$ cat src/rtl/i2c_pkg.sv
// i2c_pkg: shared FSM states, bus-condition codes and ACK levels for the I2C blocks
package i2c_pkg;
  typedef enum logic [2:0] {
    IDLE, ADDR, ADDR_ACK, WR_BYTE, WR_ACK, RD_BYTE, RD_ACK, WAIT_STOP
  } state_t;
  localparam logic [1:0] START_CODE = 2'b10;
  localparam logic [1:0] STOP_CODE  = 2'b01;
  localparam logic ACK  = 1'b0;
  localparam logic NACK = 1'b1;
endpackage

$ cat src/rtl/i2c_bus_sync.sv
// i2c_bus_sync: SCL/SDA synchroniser with SCL edge, START and STOP detection
module i2c_bus_sync
  import i2c_pkg::*;
#(
  parameter int SYNC_STAGES = 2
) (
  input  logic clk,
  input  logic reset,
  input  logic scl_i,
  input  logic sda_i,
  output logic scl_rise,
  output logic scl_fall,
  output logic start_det,
  output logic stop_det,
  output logic sda_s
);
  logic [SYNC_STAGES-1:0] r_scl_sync, r_sda_sync;
  logic r_scl_d, r_sda_d;
  logic w_scl, w_sda, w_scl_high;
  assign w_scl = r_scl_sync[SYNC_STAGES-1];
  assign w_sda = r_sda_sync[SYNC_STAGES-1];
  // synchronise both lines and keep one history sample; idle bus level is high
  always_ff @(posedge clk)
    if (!reset) begin
      r_scl_sync <= '1;
      r_sda_sync <= '1;
      r_scl_d    <= 1'b1;
      r_sda_d    <= 1'b1;
    end else begin
      r_scl_sync <= {r_scl_sync[SYNC_STAGES-2:0], scl_i};
      r_sda_sync <= {r_sda_sync[SYNC_STAGES-2:0], sda_i};
      r_scl_d    <= w_scl;
      r_sda_d    <= w_sda;
    end
  assign w_scl_high = w_scl & r_scl_d;
  assign scl_rise   = w_scl & ~r_scl_d;
  assign scl_fall   = ~w_scl & r_scl_d;
  assign start_det  = w_scl_high & ({r_sda_d, w_sda} == START_CODE);
  assign stop_det   = w_scl_high & ({r_sda_d, w_sda} == STOP_CODE);
  assign sda_s      = w_sda;
endmodule

$ cat src/rtl/i2c_slave.sv
// i2c_slave: I2C target with 7-bit address match and byte-stream fabric side; I2C_STRETCH_EN adds read-ACK clock stretching
module i2c_slave
  import i2c_pkg::*;
#(
  parameter logic [6:0] SLV_ADDR    = 7'h58,
  parameter int         HOLD_CYC    = 4,
  parameter int         SYNC_STAGES = 2
) (
  input  logic       clk,
  input  logic       reset,
  input  logic       scl_i,
  input  logic       sda_i,
  output logic       sda_oe,
  output logic       scl_oe,
  output logic [7:0] rx_data,
  output logic       rx_valid,
  output logic       rx_first,
  output logic       tx_req,
  input  logic [7:0] tx_data,
  output logic       busy,
  output logic       addressed
);
  localparam int HW = $clog2(HOLD_CYC + 1);
  logic w_scl_rise, w_scl_fall, w_start, w_stop, w_sda_s, w_hold_done;
  state_t r_state, w_state;
  logic [3:0] r_bit, w_bit;
  logic [7:0] r_shift, w_shift, r_rx_data, w_rx_data;
  logic [HW-1:0] r_hold, w_hold;
  logic r_rw, w_rw, r_first, w_first, r_sda_oe, w_sda_oe;
  logic r_rx_valid, w_rx_valid, r_rx_first, w_rx_first, r_tx_req, w_tx_req;
  logic r_busy, w_busy, r_addressed, w_addressed;
  i2c_bus_sync #(.SYNC_STAGES(SYNC_STAGES)) u_sync (
    .clk       (clk),
    .reset     (reset),
    .scl_i     (scl_i),
    .sda_i     (sda_i),
    .scl_rise  (w_scl_rise),
    .scl_fall  (w_scl_fall),
    .start_det (w_start),
    .stop_det  (w_stop),
    .sda_s     (w_sda_s)
  );
  assign w_hold_done = (r_hold == HW'(1));
  // next-state and datapath decode; bus conditions override any data edge
  always_comb begin
    w_state     = r_state;
    w_bit       = r_bit;
    w_shift     = r_tx_req ? tx_data : r_shift;
    w_rw        = r_rw;
    w_first     = r_first;
    w_sda_oe    = r_sda_oe;
    w_rx_data   = r_rx_data;
    w_rx_valid  = 1'b0;
    w_rx_first  = 1'b0;
    w_tx_req    = 1'b0;
    w_busy      = r_busy;
    w_addressed = 1'b0;
    w_hold      = w_scl_fall ? HW'(HOLD_CYC) : (r_hold != '0) ? r_hold - HW'(1) : r_hold;
    if (w_start) begin
      w_state  = ADDR;
      w_bit    = 4'd0;
      w_sda_oe = 1'b0;
    end else if (w_stop) begin
      w_state  = IDLE;
      w_bit    = 4'd0;
      w_sda_oe = 1'b0;
      w_busy   = 1'b0;
    end else begin
      case (r_state)
        ADDR: if (w_scl_rise) begin
          w_shift = {r_shift[6:0], w_sda_s};
          w_bit   = (r_bit == 4'd7) ? 4'd0 : r_bit + 4'd1;
          if (r_bit == 4'd7) begin
            w_state     = (r_shift[6:0] == SLV_ADDR) ? ADDR_ACK : WAIT_STOP;
            w_addressed = (r_shift[6:0] == SLV_ADDR);
            w_busy      = (r_shift[6:0] == SLV_ADDR);
            w_rw        = w_sda_s;
            w_first     = 1'b1;
          end
        end
        ADDR_ACK, WR_ACK: begin
          if (w_hold_done) w_sda_oe = ~ACK;
          if (w_scl_rise) begin
            w_bit    = 4'd0;
            w_state  = r_rw ? RD_BYTE : WR_BYTE;
            w_tx_req = r_rw;
          end
        end
        WR_BYTE: begin
          if (w_hold_done) w_sda_oe = 1'b0;
          if (w_scl_rise) begin
            w_shift = {r_shift[6:0], w_sda_s};
            w_bit   = (r_bit == 4'd7) ? 4'd0 : r_bit + 4'd1;
            if (r_bit == 4'd7) begin
              w_rx_data  = {r_shift[6:0], w_sda_s};
              w_rx_valid = 1'b1;
              w_rx_first = r_first;
              w_first    = 1'b0;
              w_state    = WR_ACK;
            end
          end
        end
        RD_BYTE: if (w_hold_done) begin
          if (r_bit == 4'd8) begin
            w_sda_oe = 1'b0;
            w_state  = RD_ACK;
          end else begin
            w_sda_oe = ~r_shift[7];
            w_shift  = {r_shift[6:0], 1'b0};
            w_bit    = r_bit + 4'd1;
          end
        end
        RD_ACK: if (w_scl_rise) begin
          w_state  = (w_sda_s == NACK) ? WAIT_STOP : RD_BYTE;
          w_busy   = (w_sda_s != NACK);
          w_tx_req = (w_sda_s != NACK);
          w_bit    = 4'd0;
        end
        default: ;
      endcase
    end
  end
  // state and datapath registers
  always_ff @(posedge clk)
    if (!reset) begin
      r_state     <= IDLE;
      r_bit       <= 4'd0;
      r_shift     <= 8'd0;
      r_hold      <= '0;
      r_rw        <= 1'b0;
      r_first     <= 1'b0;
      r_sda_oe    <= 1'b0;
      r_rx_data   <= 8'd0;
      r_rx_valid  <= 1'b0;
      r_rx_first  <= 1'b0;
      r_tx_req    <= 1'b0;
      r_busy      <= 1'b0;
      r_addressed <= 1'b0;
    end else begin
      r_state     <= w_state;
      r_bit       <= w_bit;
      r_shift     <= w_shift;
      r_hold      <= w_hold;
      r_rw        <= w_rw;
      r_first     <= w_first;
      r_sda_oe    <= w_sda_oe;
      r_rx_data   <= w_rx_data;
      r_rx_valid  <= w_rx_valid;
      r_rx_first  <= w_rx_first;
      r_tx_req    <= w_tx_req;
      r_busy      <= w_busy;
      r_addressed <= w_addressed;
    end
`ifdef I2C_STRETCH_EN
  logic r_scl_oe;
  // hold SCL low from the read ACK-phase fall until the first read bit is on SDA
  always_ff @(posedge clk)
    if (!reset) r_scl_oe <= 1'b0;
    else r_scl_oe <= (r_state == RD_BYTE && r_bit == 4'd0) ? (r_scl_oe | w_scl_fall) : 1'b0;
  assign scl_oe = r_scl_oe;
`else
  assign scl_oe = 1'b0;
`endif
  assign sda_oe    = r_sda_oe;
  assign rx_data   = r_rx_data;
  assign rx_valid  = r_rx_valid;
  assign rx_first  = r_rx_first;
  assign tx_req    = r_tx_req;
  assign busy      = r_busy;
  assign addressed = r_addressed;
endmodule
$ cat config.mk
export PLATFORM = sky130hd
export DESIGN_NAME = i2c_slave
export DESIGN_NICKNAME = d
export VERILOG_FILES = /design/src/rtl/i2c_pkg.sv /design/src/rtl/i2c_bus_sync.sv /design/src/rtl/i2c_slave.sv
export SDC_FILE = /design/constraint.sdc
export NUM_CORES = 1
export LEC_CHECK = 0
export ABC_AREA = 1
export CAP_MARGIN = 10
export CORE_ASPECT_RATIO = 2
export CORE_UTILIZATION = 41
export DETAILED_ROUTE_END_ITERATION = 7
export DONT_BUFFER_PORTS = 1
export GPL_TIMING_DRIVEN = 0
export PLACE_DENSITY_LB_ADDON = 0.05
export REMOVE_ABC_BUFFERS = 1
export SYNTH_ARGS = -nofsm -noshare
export SYNTH_HDL_FRONTEND = slang
export SYNTH_SLANG_ARGS = --single-unit
export TNS_END_PERCENT = 10
$ cat constraint.sdc
create_clock -name clk -period 2.35 [get_ports clk]
set_input_delay 0.47 -clock clk [delete_from_list [all_inputs] [get_ports clk]]
set_output_delay 0.47 -clock clk [all_outputs]
set_load 0.02 [all_outputs]
## After elaboration in Yosys (flattened, before gate mapping)

Index checks and enable logic that the tools add are counted.

| cells by class | value |
|---|---|
| add/sub/neg operators | 2 |
| eq/ne operators | 36 |
| mux-type cells | 48 |
| bitwise gates (word level) | 16 |
| reduce and logical (&&, ||, !) cells | 24 |

Operators by type and width:

| kind | number |
|---|---|
| $mux 8 | 6 |
| $mux 3 | 12 |
| $mux 4 | 5 |
| $reduce_and 5->1 | 4 |
| $reduce_and 9->1 | 2 |
| $mux 1 | 17 |
| $ne 4x1->1 const B | 4 |
| $ne 4x2->1 const B | 4 |
| $pmux 8 s2 | 1 |
| $pmux 3 s5 | 1 |
| $ne 2x2->1 const B | 7 |
| $ne 2x1->1 const B | 6 |
| $pmux 4 s3 | 1 |
| $reduce_bool 3->1 | 4 |
| $reduce_or 6->1 | 2 |
| $not 1->1 | 11 |
| $eq 3x3->1 const B | 3 |
| $eq 7x7->1 const B | 1 |
| $reduce_and 7->1 | 1 |
| $reduce_bool 7->1 | 1 |
| $eq 3x1->1 const B | 2 |
| $eq 3x2->1 const B | 2 |
| $ne 3x1->1 const B | 2 |
| $pmux 1 s2 | 3 |
| other kinds (16) | 24 |

| word-level totals | value |
|---|---|
| register bits after elaboration | 40 |
| input port bits | 12 |
| word-level logic and storage cells | 145 |

## Longest topological paths before layout

| logic depth | value |
|---|---|
| depth after elaboration | 7 |
| depth in mapped cells | 11 |
| depth with buffers taken out | 11 |

## Modules after synthesis

From an unflattened synthesis, not the netlist that was laid out.

| unflattened totals | value |
|---|---|
| cells, all modules | 287 |
| area total of the unflattened synthesis | 2078.2 um^2 |

By module, submodules not included:

| module | instances | cells an instance | area each (um^2) | seq. area each (um^2) |
|---|---|---|---|---|
| i2c_slave | 1 | 260 | 1879.3 | 680.7 |
| i2c_bus_sync | 1 | 27 | 198.9 | 120.1 |

## Worst setup path after synthesis

No wires, ideal clock.

| timing | value |
|---|---|
| path kind | flip-flop to flip-flop |
| start point | reg r_bit[0] |
| end point | reg r_bit[0] |
| library setup time | 0.116 ns |
| arrival | 1.211 ns |
| slack | 1.023 ns |
| stages on the path, launching flop included | 11 |
| buffers on the path | 0 |
| period minus slack after synthesis | 1.327 ns |
| cell sequence | dfxtp_1 -> inv_1 -> ha_1 -> nand2_1 -> nor2_1 -> nand2_1 -> nand3_2 -> inv_2 -> nand2_2 -> o21ai_2 -> nor2_1 |

| on the way | value |
|---|---|
| longest elaborated chain between the ends | 4 |

RTL lines:

| item | RTL line | RTL |
|---|---|---|
| start: declaration | i2c_slave.sv:26 | `logic [3:0] r_bit, w_bit;` |
| start signal: assignment | i2c_slave.sv:141 | `r_bit <= w_bit;` |
| $add 4x1->4 or $eq 4x3->1 (tied branches) | i2c_slave.sv:72, i2c_slave.sv:93, i2c_slave.sv:110 |  |
| $mux 4, on equally long branches | i2c_slave.sv:104, i2c_slave.sv:72, i2c_slave.sv:93 |  |
| $mux 4, on equally long branches | i2c_slave.sv:103, i2c_slave.sv:70, i2c_slave.sv:91 |  |
| $pmux 4 s3 | i2c_slave.sv:69 | `case (r_state)` |

Parallel ways exist; a longest one is shown, timed or not. The select of a mux whose other input is x is not followed.
A chain may end at the register's enable or synchronous reset.

## Worst setup path in the final report

| timing | value |
|---|---|
| start point | reg r_state[2] |
| end point | reg r_state[1] |

| on the way | value |
|---|---|
| longest elaborated chain between the ends | 4 |

RTL lines:

| item | RTL line | RTL |
|---|---|---|
| start: declaration | i2c_slave.sv:25 | `state_t r_state, w_state;` |
| start signal: assignment | i2c_slave.sv:140 | `r_state <= w_state;` |
| $eq 3x2->1 or $eq 3x3->1 (tied branches) | i2c_slave.sv:69 |  |
| $reduce_or 2->1 | i2c_slave.sv:69 |  |
| $reduce_bool 5->1 (no source line) or $ne 2x1->1 (tied branches) | - |  |
| $reduce_and 9->1 (no source line) | - |  |

Parallel ways exist; a longest one is shown, timed or not.

==> results_dict.tcl <==
set metrics [dict create \
    run_status "completed" \
    largest_family_of_logic_cells_by_synthesized_area "simple AND/OR/NAND/NOR gates" \
    timing.final.max_slew_violations 0 \
    power.ir.vdd_worst_v 0.000502 \
    floorplan.io_pins 27 \
    antenna_found_initial 0 \
    synthSimpleGateAreaFrac_pct 34.0 \
    synth_compound_area_share_pct 12.2 \
    postSynthCellCount 285 \
    post_cts_resize_count 0 \
    insertion_delay_ns 0.29 \
    critical-path-top-delay-family "simple AND/OR/NAND/NOR gates" \
    clk_transition_reported_paths_ns 0.08 \
    count_of_buffers_inserted_at_the_top_level_ports 0 \
    critical-path-slowest-cell "sky130_fd_sc_hd__dfxtp_1" \
    fin_crit_sh_pct 69.8 \
    synth-seq-cells 40 \
    route.detailed.drc 0 \
    routed_wire_length_per_instance_um 15.0 \
    synth_fa_ha_area_share_pct 3.74 \
    slew_headroom_pct 56.2 \
    ys_seq_area_share_pct 39.9 \
    drtAntennaViolNets 0 \
    post_cts_hold_buffers 0 \
    grt_setup_unrepaired "false" \
    routed-via-count 1759 \
    area.growth.synth_to_final_pct 6.11 \
    synth_area_mm2 0.00201 \
    worst_slew_pin_slew_ns 0.656 \
    clock_sinks 40 \
    maxCapViolations 0 \
    critical_path_cell_count 9 \
    yosys.area_share.xor_xnor_pct 1.31 \
    finalSetupViolations 0 \
    place_ws_ns 0.726 \
    die-height_um 101 \
    finalClockSkew_ns 0.00409 \
    pwr_density_cell_mw_per_mm2 923 \
    cts.root.buffer_cell "sky130_fd_sc_hd__clkbuf_8" \
    grt_first_pass_wirelength_um 8200 \
    synth.area.mux_share_pct 0 \
    worst-path-buf-inv 0 \
    die_w_um 51.5 \
    syn_avg_cell_area_um2 7.04 \
    initial_utilization_pct 43.2 \
    grt_use_total_pct 21.8 \
    design.final.nets 303 \
    clock_tree.htree_level_count 2 \
    reg_to_reg_slack_setup_ns 0.71 \
    setup_tns_ns 0 \
    crit_fanout 9 \
    wirelength_um 5110 \
    fill_cells 528 \
    number_of_synthesis_warnings 0 \
    whs_ns 0.241 \
    place.detailed.hpwl_um 3960 \
    numPlacedInstances 333 \
    maximum_number_of_pins_on_one_net_before_global_route_repair 18 \
    grt_remaining_overflow 0 \
    layout-drive-gt1-share_pct 11.2 \
    timing.critical_path.arrival_ns 1.83 \
    stdcell_area_mm2 0.00213 \
    worst_r2r_startpoint "r_state[2]" \
    final.setup.worst_slack_ns 0.709 \
    hold_path_depth 1 \
    post_layout_nonfiller_instances 341 \
    core-area_mm2 0.00464 \
    insertedDiodeCount 0 \
    drt-vias-per-instance 5.16 \
    first_drt_iteration_drcs 32 \
    crit_chain "nand2_2 > nor2_1 > nand2_1 > nand2_1 > nor2_2 > nand2_2 > nand2_1 > nand2_1 > nor2_1" \
    max_freq_mhz 609 \
    worst_setup_path_startpoint "r_state[2]" \
    critical_path_class "reg -> reg" \
    tritoncts.num_buffers 5 \
    cpPeakStageDelay_ns 0.55 \
    worst_setup_path_start_kind "flip-flop" \
    firstDrtPassIters 5 \
    timing.critical_path.to_type "flip-flop" \
    finalHoldViolCount 0 \
    die_area_mm2 0.00520 \
    timing.critical_path.mode_cell "sky130_fd_sc_hd__nand2_1" \
    worst_ep_required_time_ns 2.54 \
    first_global_vias 1724 \
    ys_types 34 \
    ff2ff_path_depth 9 \
    finalWorstPathRequiredPeriod_ns 1.64 \
    leakage_nw 0.876 \
    gp_congestion 0.908 \
    report.power.total_mw 1.97 \
    worst_hold_path_type "in -> reg" \
    std_cell_rows 35 \
    post_dp_cell_area_mm2 0.00204 \
    tritoncts "done" \
    post-cts-setup-buffers 0 \
    postLayoutCoreUtil_pct 45.9 \
    reg_to_reg_critical_path_endpoint "r_state[1]" \
    cts.path.max_buffers 2 \
    crit_end "r_state[1]" \
]
[state kept, by name, summed over array words and instances, names as in the netlist]
register	flops
u_sync.r_scl_sync	2
r_state	3
busy	1
rx_data	8
r_hold	3
r_bit	4
u_sync.r_sda_sync	2
rx_first	1
tx_req	1
r_shift	8
u_sync.r_scl_d	1
sda_oe	1
addressed	1
r_rw	1
u_sync.r_sda_d	1
r_first	1
rx_valid	1
[Yosys cell counts]
library cell	instances	share of area [%]
sky130_fd_sc_hd__xnor2_1	1	0.44
sky130_fd_sc_hd__conb_1	1	0.19
sky130_fd_sc_hd__a31oi_1	2	0.62
sky130_fd_sc_hd__nand2_4	2	1.1
sky130_fd_sc_hd__nor2_4	2	1.1
sky130_fd_sc_hd__xor2_1	2	0.87
sky130_fd_sc_hd__nand3_1	30	7.5
sky130_fd_sc_hd__inv_2	4	0.75
sky130_fd_sc_hd__nor2_2	3	0.94
sky130_fd_sc_hd__a211oi_1	1	0.37
sky130_fd_sc_hd__nand2_1	68	13
sky130_fd_sc_hd__ha_1	6	3.7
sky130_fd_sc_hd__buf_4	1	0.37
sky130_fd_sc_hd__nor2_1	26	4.9
sky130_fd_sc_hd__o21ai_0	19	4.7
sky130_fd_sc_hd__a21oi_2	2	0.87
sky130_fd_sc_hd__inv_1	32	6.0
sky130_fd_sc_hd__o21ai_1	2	0.50
sky130_fd_sc_hd__o21ai_2	2	0.87
sky130_fd_sc_hd__buf_6	1	0.56
sky130_fd_sc_hd__dfxtp_1	40	40
sky130_fd_sc_hd__nand3b_1	1	0.37
sky130_fd_sc_hd__or2_1	1	0.31
sky130_fd_sc_hd__buf_2	2	0.50
sky130_fd_sc_hd__o2111ai_1	1	0.44
sky130_fd_sc_hd__nand2_2	5	1.6
sky130_fd_sc_hd__or2_2	4	1.2
sky130_fd_sc_hd__a21oi_1	12	3.0
sky130_fd_sc_hd__nand3_2	1	0.50
sky130_fd_sc_hd__clkbuf_1	3	0.56
sky130_fd_sc_hd__nor3_1	2	0.50
sky130_fd_sc_hd__nand4_1	4	1.2
sky130_fd_sc_hd__o21a_1	1	0.37
sky130_fd_sc_hd__o211ai_1	1	0.37
[per-layer routing]
layer  global-route usage, %  wire, um  share of wire (%)  vias up
li1                        -         -                  -      908
met2                    43.7      3020                 59       36
met4                    9.15       100                2.0        0
met3                    2.41       132                2.6        8
met5                       0         0                  0        -
met1                    20.8      1850                 36      807
[layout by cell type, fill, tap and decap left out, drive strengths merged, types with 4 or more instances in the layout]
| cell | Yosys | final |
|---|---|---|
| a21oi | 14 | 14 |
| clkbuf | 3 | 7 |
| dfxtp | 40 | 40 |
| ha | 6 | 6 |
| inv | 36 | 36 |
| nand2 | 75 | 75 |
| nand3 | 31 | 31 |
| nand4 | 4 | 4 |
| nor2 | 31 | 31 |
| o21ai | 23 | 23 |
| or2 | 5 | 5 |
[worst reg2reg max path, stage by stage (launching register included)]
cell and delay [ns]:
sky130_fd_sc_hd__dfxtp_1 0.55, sky130_fd_sc_hd__nand2_2 0.17, sky130_fd_sc_hd__nor2_1 0.29, sky130_fd_sc_hd__nand2_1 0.09, sky130_fd_sc_hd__nand2_1 0.09, sky130_fd_sc_hd__nor2_2 0.05
sky130_fd_sc_hd__nand2_2 0.11, sky130_fd_sc_hd__nand2_1 0.07, sky130_fd_sc_hd__nand2_1 0.07, sky130_fd_sc_hd__nor2_1 0.05
[power by group]
part	switching [mW]	internal, mW	total, mW	leakage, nW
Combinational	0.462	0.209	0.671	0.506
Sequential	0.0763	0.730	0.806	0.325
Clock	0.249	0.239	0.488	0.0445
Total	0.788	1.18	1.97	0.876
[area by class of cell]
cell class / count / area [um^2] / area share, %
multi-input cells: 202 / 1030 / 48.4
flip-flops and latches: 40 / 801 / 37.6
inverters: 36 / 135 / 6.35
clock buffers: 7 / 86.3 / 4.05
well taps: 55 / 68.8 / 3.23
clock inverters: 1 / 7.51 / 0.353
[cells by family (layout without fill, tap and decap cells)]
group / count (synthesis) / in the layout
DFF: 40 / 40
other: 1 / 1
xor gates and xnor gates: 3 / 3
and+or+nand+nor: 149 / 149
AOI/OAI and AO/OA: 43 / 43
adders and majority gates: 6 / 6
buffers and inverters: 43 / 44
[worst min-delay path by stage]
stage,startpoint,to
after floorplan,u_sync.r_scl_sync[0],u_sync.r_scl_sync[1]
after global placement,u_sync.r_sda_sync[0],u_sync.r_sda_sync[1]
after detailed placement,u_sync.r_sda_sync[0],u_sync.r_sda_sync[1]
after CTS,reset,u_sync.r_scl_d
after global routing,reset,u_sync.r_scl_d
final,reset,u_sync.r_scl_d
Note: power is estimated with default switching activity, not from simulation.
